--- src/rtl/rv32_ctrl_pkg.sv ---
// Shared encodings for the pipelined RV32I/RV32M control unit: opcodes,
// ALU/MDU operation codes, immediate/result selects and funct7 patterns.
package rv32_ctrl_pkg;

    localparam logic [6:0] OP_LOAD   = 7'b0000011;
    localparam logic [6:0] OP_STORE  = 7'b0100011;
    localparam logic [6:0] OP_R      = 7'b0110011;
    localparam logic [6:0] OP_IALU   = 7'b0010011;
    localparam logic [6:0] OP_BRANCH = 7'b1100011;
    localparam logic [6:0] OP_JAL    = 7'b1101111;
    localparam logic [6:0] OP_JALR   = 7'b1100111;
    localparam logic [6:0] OP_LUI    = 7'b0110111;
    localparam logic [6:0] OP_AUIPC  = 7'b0010111;

    localparam logic [6:0] F7_BASE = 7'b0000000;
    localparam logic [6:0] F7_ALT  = 7'b0100000;
    localparam logic [6:0] F7_MEXT = 7'b0000001;

    localparam logic [2:0] IMM_I = 3'b000;
    localparam logic [2:0] IMM_S = 3'b001;
    localparam logic [2:0] IMM_B = 3'b010;
    localparam logic [2:0] IMM_J = 3'b011;
    localparam logic [2:0] IMM_U = 3'b100;

    localparam logic [1:0] RES_ALU = 2'b00;
    localparam logic [1:0] RES_MEM = 2'b01;
    localparam logic [1:0] RES_PC4 = 2'b10;
    localparam logic [1:0] RES_IMM = 2'b11;

    localparam logic [1:0] MEMOP_B = 2'b00;
    localparam logic [1:0] MEMOP_H = 2'b01;
    localparam logic [1:0] MEMOP_W = 2'b10;

    localparam logic [4:0] ALU_ADD   = 5'd0;
    localparam logic [4:0] ALU_SUB   = 5'd1;
    localparam logic [4:0] ALU_AND   = 5'd2;
    localparam logic [4:0] ALU_OR    = 5'd3;
    localparam logic [4:0] ALU_XOR   = 5'd4;
    localparam logic [4:0] ALU_SLT   = 5'd5;
    localparam logic [4:0] ALU_SLTU  = 5'd6;
    localparam logic [4:0] ALU_SLL   = 5'd7;
    localparam logic [4:0] ALU_SRL   = 5'd8;
    localparam logic [4:0] ALU_SRA   = 5'd9;
    localparam logic [4:0] ALU_PASSB = 5'd10;
    // MDU codes are 16 + funct3: mul, mulh, mulhsu, mulhu, div, divu, rem, remu
    localparam logic [4:0] M_BASE    = 5'd16;

    typedef enum logic {
        S_IDLE = 1'b0,
        S_BUSY = 1'b1
    } mdu_state_e;

    // Base-ISA ALU operation selected by funct3 when funct7 carries no variant.
    function automatic logic [4:0] alu_base(input logic [2:0] f3);
        logic [4:0] code;
        case (f3)
            3'b000:  code = ALU_ADD;
            3'b001:  code = ALU_SLL;
            3'b010:  code = ALU_SLT;
            3'b011:  code = ALU_SLTU;
            3'b100:  code = ALU_XOR;
            3'b101:  code = ALU_SRL;
            3'b110:  code = ALU_OR;
            3'b111:  code = ALU_AND;
            default: code = ALU_ADD;
        endcase
        return code;
    endfunction

endpackage

--- src/rtl/control_decode.sv ---
// Purely combinational D-stage decoder: instruction fields to control bundle,
// immediate select and an illegal-encoding flag.
module control_decode
    import rv32_ctrl_pkg::*;
#(
    parameter bit EN_MEXT   = 1'b1,
    parameter int ALUCTRL_W = 5
) (
    input  logic [6:0]           op_i,
    input  logic [2:0]           funct3_i,
    input  logic [6:0]           funct7_i,
    output logic [2:0]           imm_src_o,
    output logic                 illegal_o,
    output logic                 reg_write_o,
    output logic                 alu_src_o,
    output logic                 mem_write_o,
    output logic                 branch_o,
    output logic                 jump_o,
    output logic [1:0]           result_src_o,
    output logic [1:0]           mem_op_o,
    output logic [ALUCTRL_W-1:0] alu_ctrl_o,
    output logic                 mdu_o,
    output logic                 mdu_div_o
);

    logic [4:0] alu_s;

    // Opcode/funct decode; a bubble for illegal encodings is applied by the caller.
    always_comb begin
        imm_src_o    = IMM_I;
        illegal_o    = 1'b0;
        reg_write_o  = 1'b0;
        alu_src_o    = 1'b0;
        mem_write_o  = 1'b0;
        branch_o     = 1'b0;
        jump_o       = 1'b0;
        result_src_o = RES_ALU;
        mem_op_o     = MEMOP_B;
        alu_s        = ALU_ADD;
        mdu_o        = 1'b0;
        mdu_div_o    = 1'b0;
        case (op_i)
            OP_LOAD: begin
                reg_write_o  = 1'b1;
                alu_src_o    = 1'b1;
                result_src_o = RES_MEM;
                mem_op_o     = funct3_i[1:0];
                illegal_o    = (funct3_i[1:0] == 2'b11);
            end
            OP_STORE: begin
                imm_src_o   = IMM_S;
                mem_write_o = 1'b1;
                alu_src_o   = 1'b1;
                mem_op_o    = funct3_i[1:0];
                illegal_o   = (funct3_i[1:0] == 2'b11);
            end
            OP_R: begin
                reg_write_o = 1'b1;
                case (funct7_i)
                    F7_BASE: alu_s = alu_base(funct3_i);
                    F7_ALT: begin
                        if (funct3_i == 3'b000) begin
                            alu_s = ALU_SUB;
                        end else if (funct3_i == 3'b101) begin
                            alu_s = ALU_SRA;
                        end else begin
                            illegal_o = 1'b1;
                        end
                    end
                    F7_MEXT: begin
                        if (EN_MEXT) begin
                            alu_s     = M_BASE | {2'b00, funct3_i};
                            mdu_o     = 1'b1;
                            mdu_div_o = funct3_i[2];
                        end else begin
                            illegal_o = 1'b1;
                        end
                    end
                    default: illegal_o = 1'b1;
                endcase
            end
            OP_IALU: begin
                reg_write_o = 1'b1;
                alu_src_o   = 1'b1;
                case (funct3_i)
                    3'b001: begin
                        if (funct7_i == F7_BASE) begin
                            alu_s = ALU_SLL;
                        end else begin
                            illegal_o = 1'b1;
                        end
                    end
                    3'b101: begin
                        if (funct7_i == F7_BASE) begin
                            alu_s = ALU_SRL;
                        end else if (funct7_i == F7_ALT) begin
                            alu_s = ALU_SRA;
                        end else begin
                            illegal_o = 1'b1;
                        end
                    end
                    default: alu_s = alu_base(funct3_i);
                endcase
            end
            OP_BRANCH: begin
                imm_src_o = IMM_B;
                branch_o  = 1'b1;
                alu_s     = ALU_SUB;
                illegal_o = (funct3_i == 3'b010) || (funct3_i == 3'b011);
            end
            OP_JAL: begin
                imm_src_o    = IMM_J;
                jump_o       = 1'b1;
                reg_write_o  = 1'b1;
                result_src_o = RES_PC4;
            end
            OP_JALR: begin
                jump_o       = 1'b1;
                reg_write_o  = 1'b1;
                alu_src_o    = 1'b1;
                result_src_o = RES_PC4;
            end
            OP_LUI: begin
                imm_src_o    = IMM_U;
                reg_write_o  = 1'b1;
                alu_src_o    = 1'b1;
                result_src_o = RES_IMM;
                alu_s        = ALU_PASSB;
            end
            OP_AUIPC: begin
                imm_src_o   = IMM_U;
                reg_write_o = 1'b1;
                alu_src_o   = 1'b1;
            end
            default: illegal_o = 1'b1;
        endcase
    end

    assign alu_ctrl_o = ALUCTRL_W'(alu_s);

endmodule

--- src/rtl/control_unit_pipe.sv ---
// Pipelined control unit: D-stage decode, ID/EX control register with
// stall/flush/bubble, and the MDU occupancy FSM that requests E stalls.
module control_unit_pipe
    import rv32_ctrl_pkg::*;
#(
    parameter bit EN_MEXT     = 1'b1,
    parameter int MUL_LATENCY = 1,
    parameter int DIV_LATENCY = 8,
    parameter int ALUCTRL_W   = 5
) (
    input  logic                 clk,
    input  logic                 rst,
    input  logic [6:0]           Op,
    input  logic [2:0]           funct3,
    input  logic [6:0]           funct7,
    input  logic                 ValidD,
    input  logic                 StallE,
    input  logic                 FlushE,
    output logic [2:0]           ImmSrcD,
    output logic                 IllegalD,
    output logic                 RegWriteE,
    output logic                 ALUSrcE,
    output logic                 MemWriteE,
    output logic                 BranchE,
    output logic                 JumpE,
    output logic [1:0]           ResultSrcE,
    output logic [1:0]           MemOpE,
    output logic [2:0]           Funct3E,
    output logic [ALUCTRL_W-1:0] ALUControlE,
    output logic                 ValidE,
    output logic                 IllegalE,
    output logic                 BusyE,
    output logic                 MduDoneE
);

    localparam int LAT_MAX = (MUL_LATENCY > DIV_LATENCY) ? MUL_LATENCY : DIV_LATENCY;
    localparam int CNT_W   = (LAT_MAX > 2) ? $clog2(LAT_MAX) : 1;
    // The counter starts at L-2 so that BUSY lasts L-1 cycles ending at zero.
    localparam logic [CNT_W-1:0] MUL_INIT = CNT_W'((MUL_LATENCY > 1) ? MUL_LATENCY - 2 : 0);
    localparam logic [CNT_W-1:0] DIV_INIT = CNT_W'((DIV_LATENCY > 1) ? DIV_LATENCY - 2 : 0);
    localparam bit LONG_MUL = (MUL_LATENCY > 1);
    localparam bit LONG_DIV = (DIV_LATENCY > 1);

    logic                 reg_write_s, alu_src_s, mem_write_s, branch_s, jump_s;
    logic [1:0]           result_src_s, mem_op_s;
    logic [ALUCTRL_W-1:0] alu_ctrl_s;
    logic                 mdu_s, mdu_div_s, long_op_s, busy_s;

    logic                 reg_write_d, alu_src_d, mem_write_d, branch_d, jump_d;
    logic                 reg_write_q, alu_src_q, mem_write_q, branch_q, jump_q;
    logic [1:0]           result_src_d, mem_op_d, result_src_q, mem_op_q;
    logic [2:0]           funct3_d, funct3_q;
    logic [ALUCTRL_W-1:0] alu_ctrl_d, alu_ctrl_q;
    logic                 valid_d, valid_q, illegal_d, illegal_q, done_d, done_q;
    logic [CNT_W-1:0]     cnt_d, cnt_q;
    mdu_state_e           state_d, state_q;

    control_decode #(
        .EN_MEXT   (EN_MEXT),
        .ALUCTRL_W (ALUCTRL_W)
    ) u_decode (
        .op_i         (Op),
        .funct3_i     (funct3),
        .funct7_i     (funct7),
        .imm_src_o    (ImmSrcD),
        .illegal_o    (IllegalD),
        .reg_write_o  (reg_write_s),
        .alu_src_o    (alu_src_s),
        .mem_write_o  (mem_write_s),
        .branch_o     (branch_s),
        .jump_o       (jump_s),
        .result_src_o (result_src_s),
        .mem_op_o     (mem_op_s),
        .alu_ctrl_o   (alu_ctrl_s),
        .mdu_o        (mdu_s),
        .mdu_div_o    (mdu_div_s)
    );

    assign busy_s    = (state_q == S_BUSY);
    assign long_op_s = mdu_div_s ? LONG_DIV : LONG_MUL;

    // Next-state for the MDU FSM and the E register: flush > stall/busy > load.
    always_comb begin
        state_d      = state_q;
        cnt_d        = cnt_q;
        done_d       = 1'b0;
        reg_write_d  = reg_write_q;
        alu_src_d    = alu_src_q;
        mem_write_d  = mem_write_q;
        branch_d     = branch_q;
        jump_d       = jump_q;
        result_src_d = result_src_q;
        mem_op_d     = mem_op_q;
        funct3_d     = funct3_q;
        alu_ctrl_d   = alu_ctrl_q;
        valid_d      = valid_q;
        illegal_d    = illegal_q;

        case (state_q)
            S_BUSY: begin
                if (FlushE) begin
                    state_d = S_IDLE;
                    cnt_d   = {CNT_W{1'b0}};
                end else if (cnt_q == {CNT_W{1'b0}}) begin
                    state_d = S_IDLE;
                end else begin
                    cnt_d = cnt_q - CNT_W'(1);
                end
            end
            S_IDLE:  state_d = S_IDLE;
            default: state_d = S_IDLE;
        endcase

        if (FlushE || !(StallE || busy_s)) begin
            reg_write_d  = 1'b0;
            alu_src_d    = 1'b0;
            mem_write_d  = 1'b0;
            branch_d     = 1'b0;
            jump_d       = 1'b0;
            result_src_d = RES_ALU;
            mem_op_d     = MEMOP_B;
            funct3_d     = 3'b000;
            alu_ctrl_d   = {ALUCTRL_W{1'b0}};
            valid_d      = 1'b0;
            illegal_d    = 1'b0;
        end else begin
            valid_d = valid_q;
        end

        if (FlushE) begin
            illegal_d = 1'b0;
        end else if (StallE || busy_s) begin
            illegal_d = illegal_q;
        end else if (ValidD && !IllegalD) begin
            reg_write_d  = reg_write_s;
            alu_src_d    = alu_src_s;
            mem_write_d  = mem_write_s;
            branch_d     = branch_s;
            jump_d       = jump_s;
            result_src_d = result_src_s;
            mem_op_d     = mem_op_s;
            funct3_d     = funct3;
            alu_ctrl_d   = alu_ctrl_s;
            valid_d      = 1'b1;
            if (mdu_s && long_op_s) begin
                state_d = S_BUSY;
                cnt_d   = mdu_div_s ? DIV_INIT : MUL_INIT;
            end else if (mdu_s) begin
                done_d = 1'b1;
            end else begin
                done_d = 1'b0;
            end
        end else begin
            illegal_d = IllegalD & ValidD;
        end

        done_d = done_d | ((state_d == S_BUSY) && (cnt_d == {CNT_W{1'b0}}));
    end

    // E-stage control register and MDU FSM state.
    always_ff @(posedge clk or negedge rst) begin
        if (!rst) begin
            state_q      <= S_IDLE;
            cnt_q        <= {CNT_W{1'b0}};
            done_q       <= 1'b0;
            reg_write_q  <= 1'b0;
            alu_src_q    <= 1'b0;
            mem_write_q  <= 1'b0;
            branch_q     <= 1'b0;
            jump_q       <= 1'b0;
            result_src_q <= 2'b00;
            mem_op_q     <= 2'b00;
            funct3_q     <= 3'b000;
            alu_ctrl_q   <= {ALUCTRL_W{1'b0}};
            valid_q      <= 1'b0;
            illegal_q    <= 1'b0;
        end else begin
            state_q      <= state_d;
            cnt_q        <= cnt_d;
            done_q       <= done_d;
            reg_write_q  <= reg_write_d;
            alu_src_q    <= alu_src_d;
            mem_write_q  <= mem_write_d;
            branch_q     <= branch_d;
            jump_q       <= jump_d;
            result_src_q <= result_src_d;
            mem_op_q     <= mem_op_d;
            funct3_q     <= funct3_d;
            alu_ctrl_q   <= alu_ctrl_d;
            valid_q      <= valid_d;
            illegal_q    <= illegal_d;
        end
    end

    assign RegWriteE   = reg_write_q;
    assign ALUSrcE     = alu_src_q;
    assign MemWriteE   = mem_write_q;
    assign BranchE     = branch_q;
    assign JumpE       = jump_q;
    assign ResultSrcE  = result_src_q;
    assign MemOpE      = mem_op_q;
    assign Funct3E     = funct3_q;
    assign ALUControlE = alu_ctrl_q;
    assign ValidE      = valid_q;
    assign IllegalE    = illegal_q;
    assign BusyE       = busy_s;
    assign MduDoneE    = done_q;

endmodule
--- config.mk ---
export PLATFORM = sky130hd
export DESIGN_NAME = control_unit_pipe
export DESIGN_NICKNAME = d
export VERILOG_FILES = /design/src/rtl/rv32_ctrl_pkg.sv /design/src/rtl/control_decode.sv /design/src/rtl/control_unit_pipe.sv
export SDC_FILE = /design/constraint.sdc
export NUM_CORES = 1
export LEC_CHECK = 0
export ABC_AREA = 1
export BUFFER_PORTS_ARGS = -buffer_cell sky130_fd_sc_hd__buf_4
export CELL_PAD_IN_SITES_DETAIL_PLACEMENT = 1
export CELL_PAD_IN_SITES_GLOBAL_PLACEMENT = 1
export CORE_UTILIZATION = 37
export CTS_CLUSTER_DIAMETER = 50
export DETAILED_ROUTE_END_ITERATION = 16
export PLACE_DENSITY_LB_ADDON = 0.1
export SYNTH_ARGS = -nofsm -noshare
export SYNTH_HDL_FRONTEND = slang
export SYNTH_SLANG_ARGS = --single-unit
--- constraint.sdc ---
create_clock -name clk -period 1.87 [get_ports clk]
set_clock_uncertainty 0.2 [all_clocks]
set_input_delay 0.2805 -clock clk [delete_from_list [all_inputs] [get_ports clk]]
set_output_delay 0.2805 -clock clk [all_outputs]
set_load 0.02 [all_outputs]
==> results of run 1 <==
-- layer usage --
metal,track usage [%],up-vias,part of all wire (%)
met5,0,-,0
met4,3.85,0,1.0
met3,3.05,4,3.4
met2,38.7,42,52
met1,28.0,837,44
li1,-,879,-
-- cells in the final DEF (no fill, tap or decap), drive strengths merged --
cell type / synthesis / layout
nand4: 10 / 10
inv: 30 / 31
o21ai: 18 / 18
clkbuf: 3 / 4
o21a: 1 / 1
xnor2: 2 / 2
o211ai: 2 / 2
nor2: 28 / 28
ha: 6 / 6
dfrtp: 24 / 24
nand3: 19 / 19
o211a: 1 / 1
nor3: 2 / 2
clkinv: 2 / 1
or2: 1 / 1
nand2: 69 / 69
a211oi: 1 / 1
and2: 1 / 1
dlygate4sd3: 0 / 1
nor4: 1 / 1
xor2: 1 / 1
buf: 2 / 73
a21oi: 4 / 4
o221ai: 1 / 1
-- critical path, cell delays in order --
cell     delay, ns
buf_4         0.12
inv_1         0.09
nand3_1       0.11
nor2_2        0.13
nor2_1        0.07
nand3_2       0.08
nand3_2       0.13
nor2_8        0.15
inv_2         0.05
buf_6         0.12
-- area by class of cell --
class,count,share of cell area [%]
multi-input cells,168,40.1
flip-flops and latches,24,25.6
repair buffers,74,23.9
inverters,32,5.27
well taps,52,2.77
clock buffers,4,2.34
-- logic make-up (layout without fill, tap and decap cells) --
| kind of cell | Yosys count | after routing | share of synthesized area (%) |
|---|---|---|---|
| simple gates | 131 | 131 | 37.1 |
| buf+inv | 37 | 110 | 9.07 |
| xor+xnor | 3 | 3 | 1.56 |
| compound gates | 28 | 28 | 12.1 |
| fa+ha+maj | 6 | 6 | 4.46 |
| flops | 24 | 24 | 35.7 |
-- worst min path at each step --
| stage | slack [ns] | end | start |
|---|---|---|---|
| 2_1_floorplan | -0.22 | ALUControlE[0] | rst |
| 3_3_place_gp | -0.008 | ALUControlE[1] | rst |
| 3_5_place_dp | -0.009 | ALUControlE[4] | rst |
| 4_1_cts | 0.13 | ALUControlE[4] | FlushE |
| 5_1_grt | 0.16 | MemOpE[0] | FlushE |
| 6_report | 0.13 | MemOpE[0] | FlushE |
-- stage by stage --
stage / util, % / power (W) / TNS (ns) / hold WS (ns) / instance area (um^2)
final: 54.0 / 0.00107 / 0 / 0.129 / 2350
after global routing: 54.0 / 0.00112 / -0.0265 / 0.157 / 2350
after floorplan: - / 0.000612 / 0 / -0.215 / 1680
after global placement: 51.5 / 0.000714 / 0 / -0.00770 / 2240
after CTS: 53.4 / 0.00107 / 0 / 0.129 / 2320
after detailed placement: 51.5 / 0.000717 / -0.0226 / -0.00913 / 2240
-- power groups by stage --
stage	Combinational [W]	Sequential (W)	Clock (W)
2_1_floorplan	0.0000780	0.000534	0
5_1_grt	0.000217	0.000522	0.000377
6_report	0.000195	0.000522	0.000352
3_5_place_dp	0.000185	0.000532	0
3_3_place_gp	0.000182	0.000532	0
4_1_cts	0.000191	0.000522	0.000354
-- state kept, by name (all words and copies together), names as in the netlist, 2 cells and up --
register / count
ALUControlE: 5
Funct3E: 3
MemOpE: 2
ResultSrcE: 2
cnt_q: 3
-- what timing repair did --
item,4_1_cts,5_1_grt
pin swaps,3,3
hold buffers,1,0
buffers inserted,1,2
setup endpoints to repair,1,2
hold endpoints to repair,24,0
gates resized for setup,5,5
==> flow_metrics.py, run 1 <==
metrics = {
    "critical_path": {
        "cp-start-kind": "input port",
        "r2r_slack_ns": 0.19,
        "crit_path_start": "Op[3]",
        "cp_max_fo": 4,
        "cp-endpoint": "IllegalD",
        "critPathKind": "input port to output port",
        "r2r_end": "MduDoneE",
        "cp-end-kind": "output port",
        "r2r_start": "cnt_q[0]",
        "cp.arrival_ns": 1.34,
        "reg2reg_depth": 8,
        "required_ns": 1.39,
    },
    "logic_synthesis": {
        "synth_area_mm2": 0.00168,
        "syn_inst": 229,
        "synth_top_cell_area_share_pct": 35.7,
        "yosysMostFrequentCell": "nand2_1",
        "synth_edf_count": 0,
        "syn_avg_cell_area_um2": 7.35,
        "yosysWarningCount": 0,
        "async_reset_ff_share_pct": 100,
        "yosys-top-cells-area": "dfrtp_1 (36%), nand2_1 (14%), inv_1 (6.0%)",
        "synth_fp_nets": 257,
        "synthDistinctLibCells": 34,
        "yosysTopAreaCell": "dfrtp_1",
        "synth_common_cells": "nand2_1 (64), inv_1 (27), dfrtp_1 (24), nor2_1 (21), nand3_1 (16)",
        "ys_ff_latch": 24,
        "ys_seq_area_share_pct": 35.7,
        "ys.flop_type": "dfrtp_1",
    },
    "route": {
        "drt-initial-drc-count": 38,
        "routed_wl_mm": 4.98,
        "wl_per_cell_um": 14.1,
        "ant_nets": 0,
        "drc": 0,
        "drtPass1Iterations": 4,
        "via_count": 1762,
        "viasPerCell": 4.98,
    },
    "die": {
        "fp.dieW_um": 69.4,
        "fp.coreArea_mm2": 0.00435,
        "io_pins": 47,
        "die-area_mm2": 0.00482,
        "die_h_um": 69.4,
        "start_util_pct": 38.6,
        "placementRows": 24,
    },
    "min_path": {
        "hold_path_class": "input port to register",
        "hold_depth": 4,
    },
    "pwr": {
        "p_comb_share_pct": 18.3,
        "clkPwrFrac_pct": 32.9,
        "seq_power_share_pct": 48.8,
        "ir_drop_v": 0.000306,
        "power.switching_w": 0.000276,
        "p_int_w": 0.000793,
        "p_leak_nw": 1.30,
        "power.density_mw_per_mm2": 455,
        "sw_frac_of_total_pct": 25.8,
    },
    "final_layout": {
        "n_antenna_cell": 0,
        "seq_area_um2": 601,
        "multi_input_area_um2": 943,
        "final_layout_size_suffix_gt1_share_pct": 38.1,
        "fillers": 566,
        "synthToLayoutAreaGrowth_pct": 39.6,
        "fin_nets": 331,
        "final_cells": 354,
    },
    "clock_network": {
        "clockBufferDepth": 2,
        "htreeDepth": 1,
        "worst_skew_pair.late_latency_ns": 0.27,
        "clkTransAtPathRegs_ns": 0.09,
        "cts_buffers": 3,
        "cts_sinks": 24,
        "cts_root_buf": "clkbuf_8",
        "cts_tree": "done",
    },
    "global_route": {
        "grt-ovfl-total": 0,
        "grt_pass1_vias": 1828,
        "antenna_found_initial": 0,
        "grt_use_total_pct": 21.7,
        "grt_max_degree": 25,
        "grt_pass1_wl_mm": 8.40,
    },
    "sta": {
        "rsz0062_at_grt": "true",
        "timing.fmax_mhz": 548,
        "period_share_pct": 97.6,
        "tightest_slew_ns": 0.304,
        "hold_viol": 0,
        "setup_viol": 0,
        "slew_headroom_pct": 79.8,
        "post-route-min-period_ns": 1.82,
        "worst_slack_ns": 0.0456,
        "slew_violations": 0,
    },
    "placed_design": {
        "pre_cts_ws_ns": -0.0226,
        "portBuffers": 46,
        "place_inst": 346,
        "gp_congestion": 0.842,
        "dp_hpwl_mm": 4.01,
    },
    "run": {
        "drv_cap": 0,
    },
    "outcome": {
        "outcome": "completed",
    },
}
No activity file was read; power rests on OpenSTA's default activity.
==> run 2, diff against run 1 <==
CORE_UTILIZATION = 33   (was 37)
clock period = 1.65 ns   (was 1.87 ns; I/O delays follow)
==> flow_metrics.py, run 2 (synthesis gave the netlist of run 1 again) <==
metrics = {
    "final_layout": {
        "fin_nets": 358,
        "final_util_pct": 57.4,
        "final_cells": 396,
        "fillers": 624,
        "final_cell_mix": "buf_4 (95), nand2_1 (57), dfrtp_1 (24)",
        "synthToLayoutAreaGrowth_pct": 64.2,
        "n_antenna_cell": 0,
        "seq_area_um2": 601,
        "multi_input_area_mm2": 0.00111,
        "final_layout_size_suffix_gt1_share_pct": 51.4,
        "final_common_cell": "buf_4",
        "largest_reg_flops": 5,
    },
    "clock_network": {
        "cts_sinks": 24,
        "worst_skew_pair.late_latency_ns": 0.26,
        "cts_buffers": 3,
        "htreeDepth": 1,
        "clockBufferDepth": 2,
        "cts_root_buf": "clkbuf_8",
        "clkTransAtPathRegs_ns": 0.08,
        "cts_tree": "done",
    },
    "route": {
        "drt-initial-drc-count": 56,
        "ant_nets": 0,
        "wl_per_cell_um": 13.5,
        "routed_wl_mm": 5.35,
        "viasPerCell": 4.73,
        "drc": 0,
        "drtPass1Iterations": 4,
        "via_count": 1873,
    },
    "placed_design": {
        "place_inst": 382,
        "dp_hpwl_mm": 4.07,
        "portBuffers": 46,
        "pre_cts_ws_ns": -0.220,
        "gp_congestion": 0.834,
    },
    "outcome": {
        "outcome": "finished, violations left",
        "violations": "negative setup slack",
    },
    "critical_path": {
        "cp-end-kind": "output port",
        "cp.arrival_ns": 1.23,
        "cp_max_fo": 4,
        "reg2reg_depth": 8,
        "required_ns": 1.20,
        "cp-start-kind": "input port",
        "critPathKind": "input port to output port",
    },
    "min_path": {
        "hold_path_class": "input port to register",
        "hold_depth": 4,
    },
    "pwr": {
        "power.density_mw_per_mm2": 461,
        "total_power_w": 0.00127,
        "p_leak_nw": 1.49,
        "ir_drop_v": 0.000495,
    },
    "die": {
        "fp.coreArea_mm2": 0.00482,
        "start_util_pct": 34.9,
        "die_h_um": 73.4,
        "die-area_mm2": 0.00539,
        "io_pins": 47,
        "fp.dieW_um": 73.4,
        "placementRows": 25,
    },
    "sta": {
        "holdWs_ns": 0.127,
        "timing.fmax_mhz": 594,
        "slew_headroom_pct": 70.7,
        "hold_viol": 0,
        "rsz0062_at_grt": "true",
        "worst_slack_ns": -0.0323,
        "period_share_pct": 102,
        "setup_viol": 1,
        "tightest_slew_ns": 0.438,
        "post-route-min-period_ns": 1.68,
        "slew_violations": 0,
    },
    "global_route": {
        "met3_usage_pct": 2.88,
        "antenna_found_initial": 0,
        "grt_pass1_wl_mm": 8.14,
        "grt_max_degree": 25,
        "grt_use_total_pct": 19.6,
        "use_met1_pct": 26.2,
        "grt.busiest_layer": "met2",
        "grt-ovfl-total": 0,
        "grtUsageMet2_pct": 34.6,
        "grt_pass1_vias": 1761,
    },
    "run": {
        "drv_cap": 0,
    },
}
[run 2: cell count changes in the layout (fill, tap and decap cells not counted), moves of 5 or more]
cell | before | now
nand2_1 | 63 | 57
buf_4 | 72 | 95
nor2_1 | 19 | 12
inv_1 | 25 | 19
nor2_4 | 2 | 7
[run 2: power breakdown]
part | switching (W) | internal [W]
Clock | 0.000186 | 0.000213
Sequential | 0.00000130 | 0.000590
Combinational | 0.000152 | 0.000132
Total | 0.000339 | 0.000934
[run 2: final cells by class]
cell class	instances	share of cell area [%]
Clock buffer	4	1.99
Tap cell	67	3.03
Sequential cell	24	21.7
Inverter	32	4.71
Multi-Input combinational cell	168	40.2
Timing Repair Buffer	101	28.4
[run 2: timing repair]
| action | CTS | global route |
|---|---|---|
| hold endpoints to repair | 24 | 0 |
| pin swaps | 4 | 12 |
| buffers inserted | 0 | 10 |
| resized for setup | 8 | 50 |
| hold buffers | 1 | 0 |
| cloned | 0 | 0 |
| setup endpoints to repair | 23 | 8 |
[run 2: final timing paths]
kind	startpoint	endpoint	slack [ns]
setup / recovery	Op[2]	IllegalD	-0.03
hold / removal	FlushE	MemOpE[0]	0.13
setup reg to reg	cnt_q[0]	MduDoneE	0.04
hold reg to reg	MemOpE[0]	MemOpE[0]	0.29
max in group asynchronous	rst	ValidE	0.79
min in group asynchronous	rst	MemOpE[1]	0.23
[run 2: worst max-delay path, stage by stage]
cell	delay, ns
buf_8	0.10
nor2_4	0.12
nand2_4	0.07
buf_4	0.14
nor2_2	0.15
nand3_2	0.11
nand3_4	0.10
nor2_8	0.05
inv_2	0.05
buf_6	0.10
[run 2: metal layers]
| metal | wire length (um) | share of wire [%] | up-vias |
|---|---|---|---|
| met5 | 0 | 0 | - |
| met4 | 20 | 0.37 | 0 |
| met3 | 149 | 2.8 | 5 |
| met2 | 2730 | 51 | 34 |
| met1 | 2450 | 46 | 897 |
| li1 | - | - | 937 |
[run 2: stage by stage]
step / TNS (ns) / instance area (um^2)
after floorplan: 0 / 1710
after global placement: -2.38 / 2430
after detailed placement: -3.61 / 2430
after CTS: -0.139 / 2530
after global routing: -0.158 / 2760
final: -0.0323 / 2760
